**src/rtl/fetch_unit_pkg.sv**
```systemverilog
// Shared types and constants for the instruction fetch stage.
// Optional macro FETCH_PERF_CNT_EN enables the fetch counter port.
package fetch_unit_pkg;

   typedef enum logic [1:0] {
      RUN       = 2'b00,
      HALT_PEND = 2'b01,
      HALTED    = 2'b10
   } fetch_state_t;

   localparam logic [3:0]  OPC_HLT      = 4'b1111;
   localparam logic [15:0] RESET_PC     = 16'h0000;
   localparam logic [15:0] PC_INC       = 16'd2;
   localparam logic [15:0] RESET_NXT_PC = RESET_PC + PC_INC;
   localparam logic [15:0] CNT_MAX      = 16'hFFFF;

   // Sequential PC, wrapping modulo 2^16.
   function automatic logic [15:0] pc_next(input logic [15:0] a);
      return a + PC_INC;
   endfunction

   // Instructions are halfword aligned; drop bit 0.
   function automatic logic [15:0] pc_align(input logic [15:0] a);
      return a & 16'hFFFE;
   endfunction

endpackage

```
**src/rtl/fetch_unit_if_id_reg.sv**
```systemverilog
// IF/ID pipeline register with load, flush and hold.
// Flush only clears the valid bit; payload is kept.
module if_id_reg
   import fetch_unit_pkg::*;
(
   input  logic        clk,
   input  logic        rst_n,
   input  logic        i_load,
   input  logic        i_flush,
   input  logic [15:0] i_instr,
   input  logic [15:0] i_pc,
   input  logic [15:0] i_nxt_pc,
   output logic [15:0] o_instr,
   output logic [15:0] o_pc,
   output logic [15:0] o_nxt_pc,
   output logic        o_valid
);

   logic [15:0] r_instr;
   logic [15:0] r_pc;
   logic [15:0] r_nxt_pc;
   logic        r_valid;

   // Load a new fetch, invalidate on flush, otherwise hold.
   always_ff @(posedge clk or negedge rst_n) begin
      if (!rst_n) begin
         r_instr  <= 16'h0000;
         r_pc     <= RESET_PC;
         r_nxt_pc <= RESET_NXT_PC;
         r_valid  <= 1'b0;
      end else if (i_flush) begin
         r_valid  <= 1'b0;
      end else if (i_load) begin
         r_instr  <= i_instr;
         r_pc     <= i_pc;
         r_nxt_pc <= i_nxt_pc;
         r_valid  <= 1'b1;
      end
   end

   assign o_instr  = r_instr;
   assign o_pc     = r_pc;
   assign o_nxt_pc = r_nxt_pc;
   assign o_valid  = r_valid;

endmodule

```
**src/rtl/fetch_unit.sv**
```systemverilog
// Instruction fetch stage: fetch PC, halt FSM, IF/ID register.
// Define FETCH_PERF_CNT_EN to add the saturating fetch_count port.
module fetch_unit
   import fetch_unit_pkg::*;
(
   input  logic        clk,
   input  logic        rst_n,
   output logic [15:0] imem_addr,
   input  logic [15:0] imem_data,
   input  logic        stall,
   input  logic        redirect,
   input  logic [15:0] redirect_pc,
   output logic [15:0] instr,
   output logic        instr_valid,
   output logic [15:0] pc,
   output logic [15:0] nxt_pc,
   output logic        halted
`ifdef FETCH_PERF_CNT_EN
   ,
   output logic [15:0] fetch_count
`endif
);

   fetch_state_t r_state;
   logic [15:0]  r_fpc;
   logic         r_halted;

   logic         w_active;
   logic         w_load;
   logic         w_flush;
   logic         w_is_hlt;
   logic [15:0]  w_fpc_inc;
   logic [15:0]  w_redir_pc;

   assign w_active   = (r_state != HALTED);
   assign w_load     = (r_state == RUN) & ~redirect & ~stall;
   assign w_flush    = w_active &
                       (redirect |
                        ((r_state == HALT_PEND) & ~stall));
   assign w_is_hlt   = (imem_data[15:12] == OPC_HLT);
   assign w_fpc_inc  = pc_next(r_fpc);
   assign w_redir_pc = pc_align(redirect_pc);

   assign imem_addr  = r_fpc;
   assign halted     = r_halted;

   // Fetch PC and halt FSM; redirect beats stall, HALTED ignores both.
   always_ff @(posedge clk or negedge rst_n) begin
      if (!rst_n) begin
         r_state  <= RUN;
         r_fpc    <= RESET_PC;
         r_halted <= 1'b0;
      end else if (w_active) begin
         if (redirect) begin
            r_fpc   <= w_redir_pc;
            r_state <= RUN;
         end else if (!stall) begin
            unique case (r_state)
               RUN: begin
                  if (w_is_hlt) begin
                     r_state <= HALT_PEND;
                  end else begin
                     r_fpc <= w_fpc_inc;
                  end
               end
               HALT_PEND: begin
                  r_state  <= HALTED;
                  r_halted <= 1'b1;
               end
               default: begin
                  r_state <= r_state;
               end
            endcase
         end
      end
   end

   if_id_reg u_if_id (
      .clk      (clk),
      .rst_n    (rst_n),
      .i_load   (w_load),
      .i_flush  (w_flush),
      .i_instr  (imem_data),
      .i_pc     (r_fpc),
      .i_nxt_pc (w_fpc_inc),
      .o_instr  (instr),
      .o_pc     (pc),
      .o_nxt_pc (nxt_pc),
      .o_valid  (instr_valid)
   );

`ifdef FETCH_PERF_CNT_EN
   logic [15:0] r_fetch_count;

   // Count valid loads into IF/ID, sticking at all-ones.
   always_ff @(posedge clk or negedge rst_n) begin
      if (!rst_n) begin
         r_fetch_count <= 16'h0000;
      end else if (w_load && (r_fetch_count != CNT_MAX)) begin
         r_fetch_count <= r_fetch_count + 16'd1;
      end
   end

   assign fetch_count = r_fetch_count;
`endif

endmodule

```
**config.mk**
```make
export PLATFORM = sky130hd
export DESIGN_NAME = fetch_unit
export DESIGN_NICKNAME = d
export VERILOG_FILES = /design/src/rtl/fetch_unit_pkg.sv /design/src/rtl/fetch_unit_if_id_reg.sv /design/src/rtl/fetch_unit.sv
export SDC_FILE = /design/constraint.sdc
export NUM_CORES = 1
export LEC_CHECK = 0
export ABC_AREA = 1
export CORE_ASPECT_RATIO = 1.2
export CORE_MARGIN = 5
export CORE_UTILIZATION = 46
export DETAILED_ROUTE_END_ITERATION = 10
export HOLD_SLACK_MARGIN = 0.05
export PLACE_DENSITY = 0.8
export SYNTH_ARGS = -nofsm -noshare
export SYNTH_HDL_FRONTEND = slang
export SYNTH_SLANG_ARGS = --single-unit
```
**constraint.sdc**
```tcl
create_clock -name clk -period 1.8 [get_ports clk]
set_clock_uncertainty 0.05 [all_clocks]
set_input_delay 0.27 -clock clk [delete_from_list [all_inputs] [get_ports clk]]
set_output_delay 0.27 -clock clk [all_outputs]
set_load 0.05 [all_outputs]
```
Word-level counts from Yosys, hierarchy flattened
Cells that the tools add are included.
{"block": "word_totals", "regBits": 68, "latch_bits": 0, "ram_bits": 0, "mem_bits_ro": 0, "input_bits": 36, "wordCells": 40, "mem_count": 0}
{"block": "classes", "n_addsub": 1, "multipliers": 0, "div": 0, "order_cmp": 0, "eq_ne": 6, "n_shift": 0, "n_mux": 10, "bitwise_logic": 8, "n_reduce_logical": 8}
{"cell": "$mux W16", "n": 4}
{"cell": "$add A16 B2 Y16 const B", "n": 1}
{"cell": "$reduce_and A4 Y1", "n": 3}
{"cell": "$mux W2", "n": 3}
{"cell": "$and A1 B1 Y1", "n": 4}
{"cell": "$eq A4 B4 Y1 const B", "n": 1}
{"cell": "$ne A2 B2 Y1 const B", "n": 2}
{"cell": "$pmux W2 S2", "n": 1}
{"cell": "$reduce_bool A2 Y1", "n": 2}
{"cell": "$ne A3 B3 Y1 const B", "n": 1}
{"cell": "$not A1 Y1", "n": 3}
{"cell": "$reduce_bool A3 Y1", "n": 1}
{"cell": "$eq A2 B1 Y1 const B", "n": 1}
{"cell": "$logic_not A2 Y1", "n": 1}
{"cell": "$mux W1", "n": 2}
{"cell": "$ne A2 B1 Y1 const B", "n": 1}
{"cell": "$reduce_and A2 Y1", "n": 1}
{"cell": "$or A1 B1 Y1", "n": 1}

Depth between registers and ports, before layout
{"block": "depth", "ltp_word": 6, "depth_mapped": 9, "ltp_nobuf": 8}

By module
A second synthesis with hierarchy kept.
{"block": "hier_totals", "cells_unflattened": 424, "area_unflattened_um2": 3278.1}
{"module": "if_id_reg", "instances": 1, "cells_per_inst": 212, "area_per_inst_um2": 1919.3, "seq_area_each_um2": 1227.4}
{"module": "fetch_unit", "instances": 1, "cells_per_inst": 212, "area_per_inst_um2": 1358.8, "seq_area_each_um2": 450.4}

Least setup slack after synthesis
Ideal clock, no wire load.
{"block": "synth_path", "path_type": "flip-flop to flip-flop", "startpoint": "register r_fpc[1], in the netlist imem_addr[1]", "endpoint": "register r_fpc[7], in the netlist imem_addr[7]", "t_arrival_ns": 1.586, "required_ns": 1.632, "path_slack_ns": 0.045, "path_stages_with_launch": 8, "n_path_buf": 0, "synth_period_minus_slack_ns": 1.755, "path_cell_list": "dfrtp_1 > ha_1 > nand3_1 > nor2_2 > xor2_1 > nand2_1 > nand2_1 > nand2_1"}
{"block": "synth_between", "elab_chain_cells": 5}
{"element": "start: declaration", "line_no": "fetch_unit.sv:25", "rtl": "logic [15:0] r_fpc;"}
{"element": "start signal: assignment", "line_no": "fetch_unit.sv:55", "rtl": "r_fpc <= w_redir_pc;"}
{"element": "start signal: assignment", "line_no": "fetch_unit.sv:63", "rtl": "r_fpc <= w_fpc_inc;"}
{"element": "$add A16 B2 Y16", "line_no": "fetch_unit_pkg.sv:19", "rtl": "return a + PC_INC;"}
{"element": "$mux W16", "line_no": "fetch_unit.sv:60", "rtl": "if (w_is_hlt) begin"}
{"element": "$mux W16", "line_no": "fetch_unit.sv:58", "rtl": "unique case (r_state)"}
{"element": "$mux W16", "line_no": "fetch_unit.sv:57", "rtl": "end else if (!stall) begin"}
{"element": "$mux W16", "line_no": "fetch_unit.sv:54", "rtl": "if (redirect) begin"}
Every way passes these cells. The select of a mux whose other input is x is not followed.
A chain may end at the register's enable or synchronous reset.

Final worst setup path
{"block": "layout_path", "startpoint": "register r_fpc[2], in the netlist imem_addr[2]", "endpoint": "register r_fpc[7], in the netlist imem_addr[7]"}
The elaborated chain is that of the path after synthesis.

==> impl_metrics.csv <==
group,metric,value,unit
setup_path,worstPathMaxFanout,4,
routing,via_per_inst,4.88,
layout,fin_nets,521,
timing,fin_crit_sh,87.4,%
global_route,busiest_layer,"met2",
timing,hold_ws,346,ps
yosys,synth_cell_types,27,
power,p_clk_share,14.2,%
power,vdd_drop_max,1170,uV
yosys,syn_area,0.00305,mm2
layout,layout-drive-gt1-share,21.3,%
routing,drcViolationCount,0,
power,power-per-cell-area,2210,mW/mm2
cts,cts_inserted_buffers,9,
setup_path,crit_arrival,1750,ps
timing,rsz0062_at_grt,"false",
cts,post_cts_buffers,0,
power,switching_share,52.0,%
cts,cts_tree,"yes",
routing,routedWlPerCell,13.6,um
outcome,status,"finished clean",
power,power_switching,4.85,mW
timing,drv_slew,0,
timing,finalSetupViolCount,0,
routing,drtIter0Drc,144,
global_route,grt_pass1_wl,12.5,mm
power,seqPwrFrac,29.2,%
floorplanning,num_io_pins,102,
global_route,grt_use_met1,21.9,%
layout,final_common_cell,"nand2_1",
run,cap_violations,0,
timing,tightest_slew,501,ps
cts,clockBufferDepth,2,
setup_path,start_kind,"flip-flop",
timing,hold_violations,0,
yosys,ys_warn_count,0,
routing,wl,7.83,mm
global_route,met2_usage,32.7,%
worst_hold_path,hp-class,"in -> async",
setup_path,end_kind,"flip-flop",
yosys,ys_seq_area_share,53.3,%
global_route,grt_pass1_vias,2649,
global_route,grt_overflow_total,0,
timing,fmax,0.636,GHz
yosys,synth_seq_cells,65,
setup_path,reg2reg_setup_slack,230,ps
routing,vias,2802,
cts,worstSkewPairLatency,340,ps
place,io_buffers,97,
timing,slew_headroom,66.6,%
floorplanning,die_x,84.4,um
floorplanning,placementRows,32,
floorplanning,start_util,47.3,%
routing,drt_first_pass_iters,4,
place,post-dp-hpwl,5.66,mm
power,p_leak,2.19,nW
routing,ant_nets,0,
yosys,synth_cells,381,
timing,min_period,1570,ps
global_route,grt_max_degree,50,
global_route,grt_usage,18.6,%
floorplanning,dieArea,0.00837,mm2
cts,cts_sinks,65,
global_route,grt_util_met3,5.39,%
cts,cts.clk_slew.worst_paths,70,ps
power,p_comb_share,56.6,%
yosys,synth.avg_cell_area,8.01,um2
floorplanning,die_h,99.2,um
power,p_int,4.47,mW
setup_path,timing_worst_setup_path_type,"reg -> reg",
layout,antenna_cells,0,
timing,finalSetupTns,0,ps
global_route,grt_antenna_before_repair,0,
layout,area_growth,37.9,%
cts,cts_root_buf,"clkbuf_8",
floorplanning,coreArea,0.00645,mm2
place,gp_congestion,0.860,
layout,final_cell_mix,"nand2_1 (163), buf_4 (65), dfrtp_1 (64)",
cts,htree_levels,3,
setup_path,critPathRequiredTime,1970,ps
==> metrics by stage <==
step	total power, mW	worst slack (ps)	instance area (um2)	std cells	util, %
after floorplan	6.32	45.4	3060	383	-
after global placement	7.95	73.4	3980	557	61.8
after detailed placement	8.05	33.6	3980	557	61.8
after CTS	9.37	7.11	4210	574	65.3
after global routing	9.82	85.8	4210	574	65.3
final	9.32	227	4210	574	65.3
==> layer usage <==
layer | vias up | share of wire (%)
li1 | 1391 | -
met1 | 1307 | 41
met2 | 92 | 50
met3 | 12 | 7.3
met4 | 0 | 1.7
met5 | - | 0
==> timing repair <==
item                                    CTS  global route
hold endpoints to repair                 16             0
resized for setup                         3             1
gates cloned                              0             0
hold buffers                              1             0
endpoints found under the setup margin    3             1
==> area by class of cell <==
type,instances,area [um2]
Timing Repair Buffer,107,932
Clock buffer,14,183
Clock inverter,2,35.0
Inverter,25,98.8
Tap cell,85,106
Multi-Input combinational cell,276,1230
Fill cell,565,2240
Sequential cell,65,1630
==> power groups by stage <==
stage,Clock [mW],Sequential (mW),Combinational [mW]
6_report,1.32,2.72,5.28
3_3_place_gp,0,2.70,5.25
3_5_place_dp,0,2.73,5.32
4_1_cts,1.34,2.71,5.32
2_1_floorplan,0,4.97,1.35
5_1_grt,1.40,2.81,5.61
==> cells in the mapped netlist <==
cell type    n  area [um2]
nand2_1    163         612
dfrtp_1     64        1600
nor2_1      29         109
o21ai_0     29         145
inv_1       20        75.1
nand3_1     15        75.1
buf_4        8        60.1
nand4_1      6        37.5
clkbuf_1     5        18.8
o21ai_1      5        25.0
xor2_1       5        43.8
inv_2        4        15.0
a21oi_1      3        15.0
a31oi_1      3        18.8
nand2_2      3        18.8
nor2_2       3        18.8
nor2_4       3        33.8
buf_2        2        10.0
buf_6        2        22.5
nand3_2      2        20.0
conb_1       1        3.75
dfstp_2      1        26.3
ha_1         1        12.5
inv_6        1        8.76
nand3b_1     1        7.51
o21bai_2     1        11.3
or2_2        1        6.26
==> state kept, by name, summed over array words and instances, names as in the netlist <==
name / flops
imem_addr: 15
u_if_id.o_nxt_pc: 15
halted: 1
u_if_id.o_valid: 1
r_state: 2
u_if_id.o_pc: 15
u_if_id.o_instr: 16
==> worst paths after layout <==
check,from,to,depth (start not counted)
max,imem_addr[2]$_DFFE_PN0P_,imem_addr[7]$_DFFE_PN0P_,7
min,rst_n,u_if_id.o_nxt_pc[11]$_DFFE_PN0P_,2
max reg2reg,imem_addr[2]$_DFFE_PN0P_,imem_addr[7]$_DFFE_PN0P_,7
min reg2reg,halted$_DFFE_PN0P_,halted$_DFFE_PN0P_,2
max in group asynchronous,rst_n,u_if_id.o_nxt_pc[1]$_DFFE_PN1P_,3
min in group clk,imem_data[5],u_if_id.o_instr[5]$_DFFE_PN0P_,3
==> cells by family after synthesis <==
family	share of synthesized area, %
AOI/OAI and AO/OA	7.05
xor gates and xnor gates	1.43
adders and majority gates	0.410
buffers and inverters	6.89
DFF	53.3
other	0.123
and+or+nand+nor	30.8
==> critical path: stages (launching register included) <==
cell	delay (ps)
dfrtp_1	420
ha_1	240
nand3_1	170
nor2_2	200
xor2_1	200
nand2_1	80
nand2_1	60
nand2_1	50
No activity file was read; power rests on OpenSTA's default activity.
